===== src/rtl/data_memory_ctrl.sv =====
// 32 x 8 data memory with post-reset hardware clear, single-cycle stores and registered loads.
// Build option: define DMEM_WRITE_BYPASS_EN for write-first behaviour on a simultaneous load/store.
module data_memory_ctrl #(
    parameter int ADDR_W = 5,
    parameter int DATA_W = 8,
    parameter int DEPTH  = 32
) (
    input  logic              clk,
    input  logic              rst_n,
    input  logic [ADDR_W-1:0] addr,
    input  logic [DATA_W-1:0] wdata,
    input  logic              mem_read,
    input  logic              mem_write,
    output logic [DATA_W-1:0] rdata,
    output logic              rdata_valid,
    output logic              ready,
    output logic              err
);

    typedef enum logic {
        INIT,
        IDLE
    } state_t;

    localparam logic [ADDR_W:0] LAST = (ADDR_W + 1)'(DEPTH - 1);

    state_t            state;
    state_t            state_next;
    logic [ADDR_W:0]   count;
    logic [ADDR_W:0]   count_next;
    logic [DATA_W-1:0] rdata_next;
    logic              rdata_valid_next;
    logic              ready_next;
    logic              err_next;

    logic              mem_we;
    logic [ADDR_W-1:0] mem_waddr;
    logic [DATA_W-1:0] mem_wdata;
    logic [DATA_W-1:0] mem [DEPTH];

    always_ff @(posedge clk or negedge rst_n) begin
        if (!rst_n) begin
            state       <= INIT;
            count       <= '0;
            rdata       <= '0;
            rdata_valid <= 1'b0;
            ready       <= 1'b0;
            err         <= 1'b0;
        end else begin
            state       <= state_next;
            count       <= count_next;
            rdata       <= rdata_next;
            rdata_valid <= rdata_valid_next;
            ready       <= ready_next;
            err         <= err_next;
        end
    end

    // The array has no reset; the INIT sweep is what clears it.
    always_ff @(posedge clk) begin
        if (mem_we) begin
            mem[mem_waddr] <= mem_wdata;
        end
    end

    always_comb begin
        state_next       = state;
        count_next       = count;
        rdata_next       = rdata;
        rdata_valid_next = 1'b0;
        err_next         = 1'b0;
        mem_we           = 1'b0;
        mem_waddr        = addr;
        mem_wdata        = wdata;

        case (state)
            INIT: begin
                mem_we     = 1'b1;
                mem_waddr  = count[ADDR_W-1:0];
                mem_wdata  = '0;
                count_next = count + 1'b1;
                if (count == LAST) begin
                    state_next = IDLE;
                end
                // Requests arriving before the clear completes are dropped and flagged.
                if (mem_read || mem_write) begin
                    err_next = 1'b1;
                end
            end
            IDLE: begin
                if (mem_write) begin
                    mem_we = 1'b1;
                end
                if (mem_read) begin
                    rdata_valid_next = 1'b1;
`ifdef DMEM_WRITE_BYPASS_EN
                    rdata_next = mem_write ? wdata : mem[addr];
`else
                    rdata_next = mem[addr];
`endif
                end
            end
            default: begin
                state_next = INIT;
            end
        endcase

        ready_next = (state_next == IDLE);
    end

endmodule


===== config.mk =====
export PLATFORM = sky130hd
export DESIGN_NAME = data_memory_ctrl
export DESIGN_NICKNAME = d
export VERILOG_FILES = /design/src/rtl/data_memory_ctrl.sv
export SDC_FILE = /design/constraint.sdc
export NUM_CORES = 1
export LEC_CHECK = 0
export ABC_AREA = 1
export CAP_MARGIN = 10
export CORE_AREA = 8 8 140 168
export DETAILED_ROUTE_END_ITERATION = 6
export DIE_AREA = 0 0 148 176
export PLACE_DENSITY = 0.71
export SYNTH_ARGS = -nofsm -noshare
export SYNTH_HDL_FRONTEND = slang
export SYNTH_SLANG_ARGS = --single-unit

===== constraint.sdc =====
create_clock -name clk -period 2.77 [get_ports clk]
set_clock_uncertainty 0.15 [all_clocks]
set_input_delay 0.6925 -clock clk [delete_from_list [all_inputs] [get_ports clk]]
set_output_delay 0.6925 -clock clk [all_outputs]
set_load 0.01 [all_outputs]

### After elaboration in Yosys (flattened, before gate mapping)

Memories as Yosys holds them, arrays and structs flattened. A register that Yosys moved wholly into a read port is not among the register bits.
Index checks and enable logic that the tools add are counted.
W data, S select, Z words.

* add/sub/neg operators: 1
* reduce and logical (&&, ||, !) cells: 3
* bitwise logic cells: 1
* mux-type cells: 12
* equality and inequality tests: 1

Operators by type and width (count)
* $mux W1: 9
* $mux W8: 1
* $add A6 B1 Y6 const B: 1
* $eq A6 B5 Y1 const B: 1
* $mux W5: 1
* $pmux W1 S2: 1
* $reduce_and A2 Y1: 1
* $logic_not A1 Y1: 1
* $logic_or A1 B1 Y1: 1
* $not A1 Y1: 1

* word-level logic and storage cells: 23
* bits in registers: 9
* output and inout bits: 11
* memories: 1
* bits in writable memories: 256

Memories
* mem: depth 32, bits a word 8, read ports 1, clocked after Yosys merged registers in 1, wr ports 1, line 39 `logic [DATA_W-1:0] mem [DEPTH];`

### Longest topological paths before layout

Gate-level depths: netlist of the first run.

* depth after elaboration: 4
* mapped depth: 11

### Least setup slack after synthesis of the first run

OpenSTA, ideal clock, no wires.

* path type: input-to-reg
* from: input port addr[4]
* to: memory mem[10][0], enable pin
* arrival: 1805 ps
* stages on the path: 8
* setup slack: 445 ps
* required time: 2250 ps
* buffers on the path: 1
* path through: buf_4 > clkinv_1 > nand2_1 > o21ai_1 > inv_1 > nor2_1 > nand2_1 > nor2_1

* cells in the longest elaborated chain, start to end: 1

RTL lines
* start: declaration: line 10 `input logic [ADDR_W-1:0] addr,`
* $mux W5: line 76 `case (state)`
* end: declaration: line 39

Every way passes these cells.

==> flow_metrics.tcl, run 1 <==
set metrics [dict create \
    status "complete, no violations" \
    post-dp-hpwl_um 16000 \
    grt_max_degree 129 \
    crit_type "reg2out" \
    placed_cells 1299 \
    initial_utilization 0.542 \
    synthesis.area_mm2 0.0113 \
    p_leak_nw 4.89 \
    grt_overflow 0 \
    gp_congestion 0.847 \
    drt_iter0_markers 756 \
    crit_path_end_kind "output port" \
    hold_path_class "reg2reg" \
    min_path_cells 2 \
    grt_antenna_before_repair 0 \
    met1_length_um 10600 \
    cts_max_path_buffers 3 \
    numClockSinks 273 \
    grt_pass1_vias 7245 \
    critPathRequiredTime_ns 1.93 \
    yosys_warnings 0 \
    die_x_um 148 \
    irDropWorstVdd_v 0.000482 \
    worstHoldStart "rdata[6]" \
    yosys_register_bits 273 \
    ctsRootBufferMaster "clkbuf_16" \
    syn_avg_cell_area_um2 11.4 \
    vias_per_cell 5.52 \
    wirelength_um 26400 \
    first_pass_iters 7 \
    coreArea_mm2 0.0208 \
    ff2ff_path_depth 6 \
    synth_nets 1007 \
    cp.arrival_ns 1.72 \
    cellPowerDensity_mw_per_mm2 655 \
    route.detailed.drc 0 \
    stdcell_count 1338 \
    rrSetupSlack_ns 0.57 \
    syn_to_final_growth_pct 14.4 \
    vias 7384 \
    worst-path-stages 1 \
    fp.dieArea_mm2 0.0260 \
    finalSetupViolCount 0 \
    nets 1074 \
    clk_latency_ns 0.52 \
    cts_made_buffers 25 \
    postCtsSetupBuffers 0 \
    worst_hold_slack_ns 0.329 \
    synthDistinctLibCells 22 \
    critPathBufInv 1 \
    path_cells "clkdlybuf4s50_1" \
    post-route-period-util 0.925 \
    row_count 58 \
    path_max_fanout 15 \
    timing.final.crit_period_ns 2.56 \
    placed_area_mm2 0.0121 \
    finalInstanceArea_mm2 0.0129 \
    cp_top_family "buffers and inverters" \
    cts_tree "built" \
    r2r_start "state" \
    grt_use_total 0.203 \
    tightest_slew_ns 0.797 \
    io_pins 28 \
    cts.repair.resized 1 \
    drv_slew 0 \
    hold_end "rdata[6]" \
    holdBufCountCts 0 \
    max_freq_mhz 390 \
    die_y_um 176 \
    dr.max_layer_used "met4" \
    route.met2.wl_um 12800 \
    synthCells 989 \
    yosysSeqAreaShare 0.721 \
    routedWlPerCell_um 19.7 \
    slowest_stage "clkdlybuf4s50_1" \
    cp-start-kind "flop" \
    htreeDepth 1 \
    drive_above_1_share 0.105 \
    routed-wl-met3_um 2050 \
    grt_pass1_wl_um 41000 \
    cap_violations 0 \
    relSlewSlack 0.467 \
    hold_viol 0 \
    ant_nets 0 \
    timing.rr.end "mem[7][6]" \
    crit_path_start "state" \
    diodes 0 \
    power_w 0.00844 \
    slowest_delay_ns 0.61 \
    rsz0062_at_grt "false" \
    clkTransAtPathRegs_ns 0.06 \
    io_buffers 27 \
    fin_tns_setup_ns 0 \
]
final cells by class:
class,instances,area [um2]
tap,270,338
timing repair buffer,94,816
clock inverter,9,120
multi-input combinational,638,2750
clock buffer,30,644
inverter,24,91.3
fill,1618,7880
sequential,273,8110
where the power goes:
part           switching [W]  internal, W
Clock                0.00138      0.00192
Combinational       0.000410     0.000187
Sequential        0.00000838      0.00454
Total                0.00180      0.00664
worst max-delay path by stage:
| stage | end |
|---|---|
| 3_5_place_dp | mem[22][7] |
| 5_1_grt | ready |
| 3_3_place_gp | mem[22][7] |
| 6_report | ready |
| 4_1_cts | ready |
| 2_1_floorplan | mem[10][0] |
flip-flops by register name (all words and copies together) (netlist names):
name	count
rdata_valid	1
mem	256
count	6
err	1
rdata	8
state	1
cells in the mapped netlist:
cell | number | share of area
a21oi_1 | 2 | 0.00089
a21oi_4 | 1 | 0.0014
buf_1 | 5 | 0.0017
buf_2 | 25 | 0.011
buf_4 | 17 | 0.011
clkbuf_1 | 7 | 0.0023
clkinv_1 | 2 | 0.00067
dfrtp_1 | 17 | 0.038
edfxtp_1 | 256 | 0.68
ha_1 | 1 | 0.0011
inv_1 | 18 | 0.0060
inv_2 | 4 | 0.0013
nand2_1 | 359 | 0.12
nand3_1 | 218 | 0.097
nand3_2 | 4 | 0.0036
nor2_1 | 42 | 0.014
nor3_1 | 1 | 0.00044
o21ai_0 | 2 | 0.00089
o21ai_1 | 2 | 0.00089
or2_2 | 1 | 0.00056
xnor2_1 | 2 | 0.0016
xor2_1 | 3 | 0.0023
cells in the final DEF (no fill, tap or decap), drive strengths merged, types with 2 or more instances in the layout:
cell           netlist  layout
nand2              359     359
edfxtp             256     256
nand3              222     222
buf                 47      69
nor2                42      42
clkbuf               7      30
clkdlybuf4s50        0      25
inv                 22      21
dfrtp               17      17
clkinv               2       8
o21ai                4       4
xor2                 3       3
bufinv               0       3
a21oi                3       3
xnor2                2       2
per-stage QoR:
step                      setup WS [ns]   util
after detailed placement         0.0407  0.583
after CTS                         0.197  0.620
after global routing              0.161  0.620
after global placement           0.0814  0.583
final                             0.208  0.620
after floorplan                   0.445      -
per-layer routing:
layer / vias up / track usage
met5: - / 0
met4: 0 / 0.0868
met3: 60 / 0.0269
met2: 341 / 0.335
met1: 3449 / 0.266
li1: 3534 / -
logic make-up (layout without fill, tap and decap cells):
family / count (synthesis) / in the layout / share of synthesized area
buf+inv: 78 / 157 / 0.0345
xor+xnor: 5 / 5 / 0.00389
simple gates: 625 / 625 / 0.235
flops: 273 / 273 / 0.721
fa+ha+maj: 1 / 1 / 0.00111
compound gates: 7 / 7 / 0.00412
worst min-delay path, cell delays in order (launching register included):
cell and delay, ns:
dfrtp_1 0.34, nand2_1 0.05, nand2_1 0.05
Power figures use the tool's default switching activity.
==> inputs of run 2 (changes only) <==
- CTS_BUF_LIST: not set -> sky130_fd_sc_hd__clkbuf_2
==> run 2 against run 1 <==
- critical path depth unchanged
- hold slack worse by 0.22 ns
- power down 11%
- core utilization fell by 1.1 points
- flip-flop and latch count did not move
- critical endpoint is now rdata[5]
- largest power group unchanged
==> flow_metrics.tcl, run 2 (same netlist as run 1, synthesis figures left out) <==
set metrics [dict create \
    status "complete, no violations" \
    grt_pass1_vias 7604 \
    drv_slew 0 \
    vias_per_cell 5.45 \
    hold_viol 0 \
    final_common_cell "nand2_1" \
    p_leak_nw 4.93 \
    drive_above_1_share 0.151 \
    mostFrequentLayoutCells "nand2_1 (359), edfxtp_1 (256), nand3_1 (218)" \
    ctsRootBufferMaster "clkbuf_2" \
    grt_max_degree 129 \
    die_x_um 148 \
    coreArea_mm2 0.0208 \
    fin_tns_setup_ns 0 \
    clkTransAtPathRegs_ns 0.12 \
    timing.rr.end "mem[6][5]" \
    crit_type "reg2out" \
    switching_share 0.251 \
    p_sw_w 0.00189 \
    top_regs "mem x256, rdata x8, count x6" \
    io_buffers 27 \
    critPathRequiredTime_ns 1.93 \
    post-dp-hpwl_um 16000 \
    slowest_stage "clkdlybuf4s50_1" \
    cp.arrival_ns 1.75 \
    post-route-period-util 0.935 \
    fp.dieArea_mm2 0.0260 \
    grt_overflow 0 \
    hold_path_class "in2async" \
    drt_iter0_markers 640 \
    first_pass_iters 5 \
    timing.final.crit_period_ns 2.59 \
    row_count 58 \
    layout_setup_ws_ns 0.179 \
    tightest_slew_ns 0.725 \
    nets 1109 \
    slowest_delay_ns 0.54 \
    critPathBufInv 1 \
    route.detailed.drc 0 \
    grt_use_total 0.204 \
    max_freq_mhz 386 \
    holdBufCountCts 0 \
    vias 7669 \
    die_y_um 176 \
    largest_reg_flops 256 \
    wirelength_um 26400 \
    grt_antenna_before_repair 1 \
    ant_nets 0 \
    combPwrFrac 0.079 \
    rsz0062_at_grt "false" \
    pre_cts_slack_ns 0.0407 \
    cts_tree "built" \
    cts_max_path_buffers 3 \
    seqPwrFrac 0.604 \
    clkPwrFrac 0.317 \
    ff2ff_path_depth 7 \
    rrSetupSlack_ns 0.38 \
    cp_top_family "buffers and inverters" \
    gp_congestion 0.847 \
    grt_pass1_wl_um 41200 \
    path_cells "clkdlybuf4s50_1" \
    cap_violations 0 \
    crit_path_end_kind "output port" \
    cts_made_buffers 59 \
    path_max_fanout 2 \
    syn_to_final_growth_pct 12.5 \
    htreeDepth 2 \
    cellPowerDensity_mw_per_mm2 594 \
    clk_latency_ns 0.85 \
    relSlewSlack 0.515 \
    numClockSinks 273 \
    finalSetupViolCount 0 \
    routedWlPerCell_um 18.8 \
    regMostFlops "mem" \
    power_w 0.00752 \
    initial_utilization 0.542 \
    fillers 1681 \
    cp-start-kind "flop" \
    irDropWorstVdd_v 0.000270 \
    io_pins 28 \
    r2r_start "state" \
    p_int_w 0.00563 \
]
[run 2: worst max path at each step]
stage               depth (start not counted)          to  slack [ns]     start
floorplan                                   8  mem[10][0]        0.44   addr[4]
global placement                            9  mem[22][7]        0.08   addr[3]
detailed placement                          8  mem[22][7]        0.04   addr[4]
CTS                                         1    rdata[6]        0.11  rdata[6]
global route                                1    rdata[4]         0.1  rdata[4]
finish                                      1    rdata[5]        0.18  rdata[5]
[run 2: layer usage]
layer	wire [um]	up-vias	track usage
met5	0	-	0
met2	12500	382	0.325
met4	961	0	0.106
li1	-	3653	-
met3	2180	64	0.0394
met1	10700	3570	0.264
[run 2: area by class of cell]
| class | instances | area (um2) | area share |
|---|---|---|---|
| antenna | 1 | 2.50 | 0.000198 |
| sequential | 273 | 8120 | 0.641 |
| multi-input combinational | 638 | 2750 | 0.217 |
| inverter | 24 | 91.3 | 0.00722 |
| tap | 270 | 338 | 0.0267 |
| timing repair buffer | 95 | 822 | 0.0650 |
| clock inverter | 22 | 114 | 0.00900 |
| clock buffer | 84 | 420 | 0.0332 |
[run 2: metrics by stage]
step / util / hold WS, ns / std cells / cell area [um2]
after floorplan: - / 0.247 / 989 / 11300
after detailed placement: 0.583 / 0.319 / 1299 / 12100
after CTS: 0.610 / 0.0788 / 1406 / 12700
after global routing: 0.610 / 0.127 / 1407 / 12700
final: 0.610 / 0.109 / 1407 / 12700
after global placement: 0.583 / 0.313 / 1299 / 12100
[run 2: power by group through the flow]
stage	registers [W]	clock network, W	logic [W]
final	0.00454	0.00238	0.000597
after global placement	0.00463	0	0.000585
after CTS	0.00454	0.00245	0.000594
after global routing	0.00454	0.00262	0.000649
after detailed placement	0.00463	0	0.000592
after floorplan	0.00464	0	0.000334
[run 2: what timing repair did]
item,in CTS,in global routing
gates resized for setup,3,0
endpoints found under the setup margin,1,0
hold endpoints to repair,0,0
buffers inserted,1,0
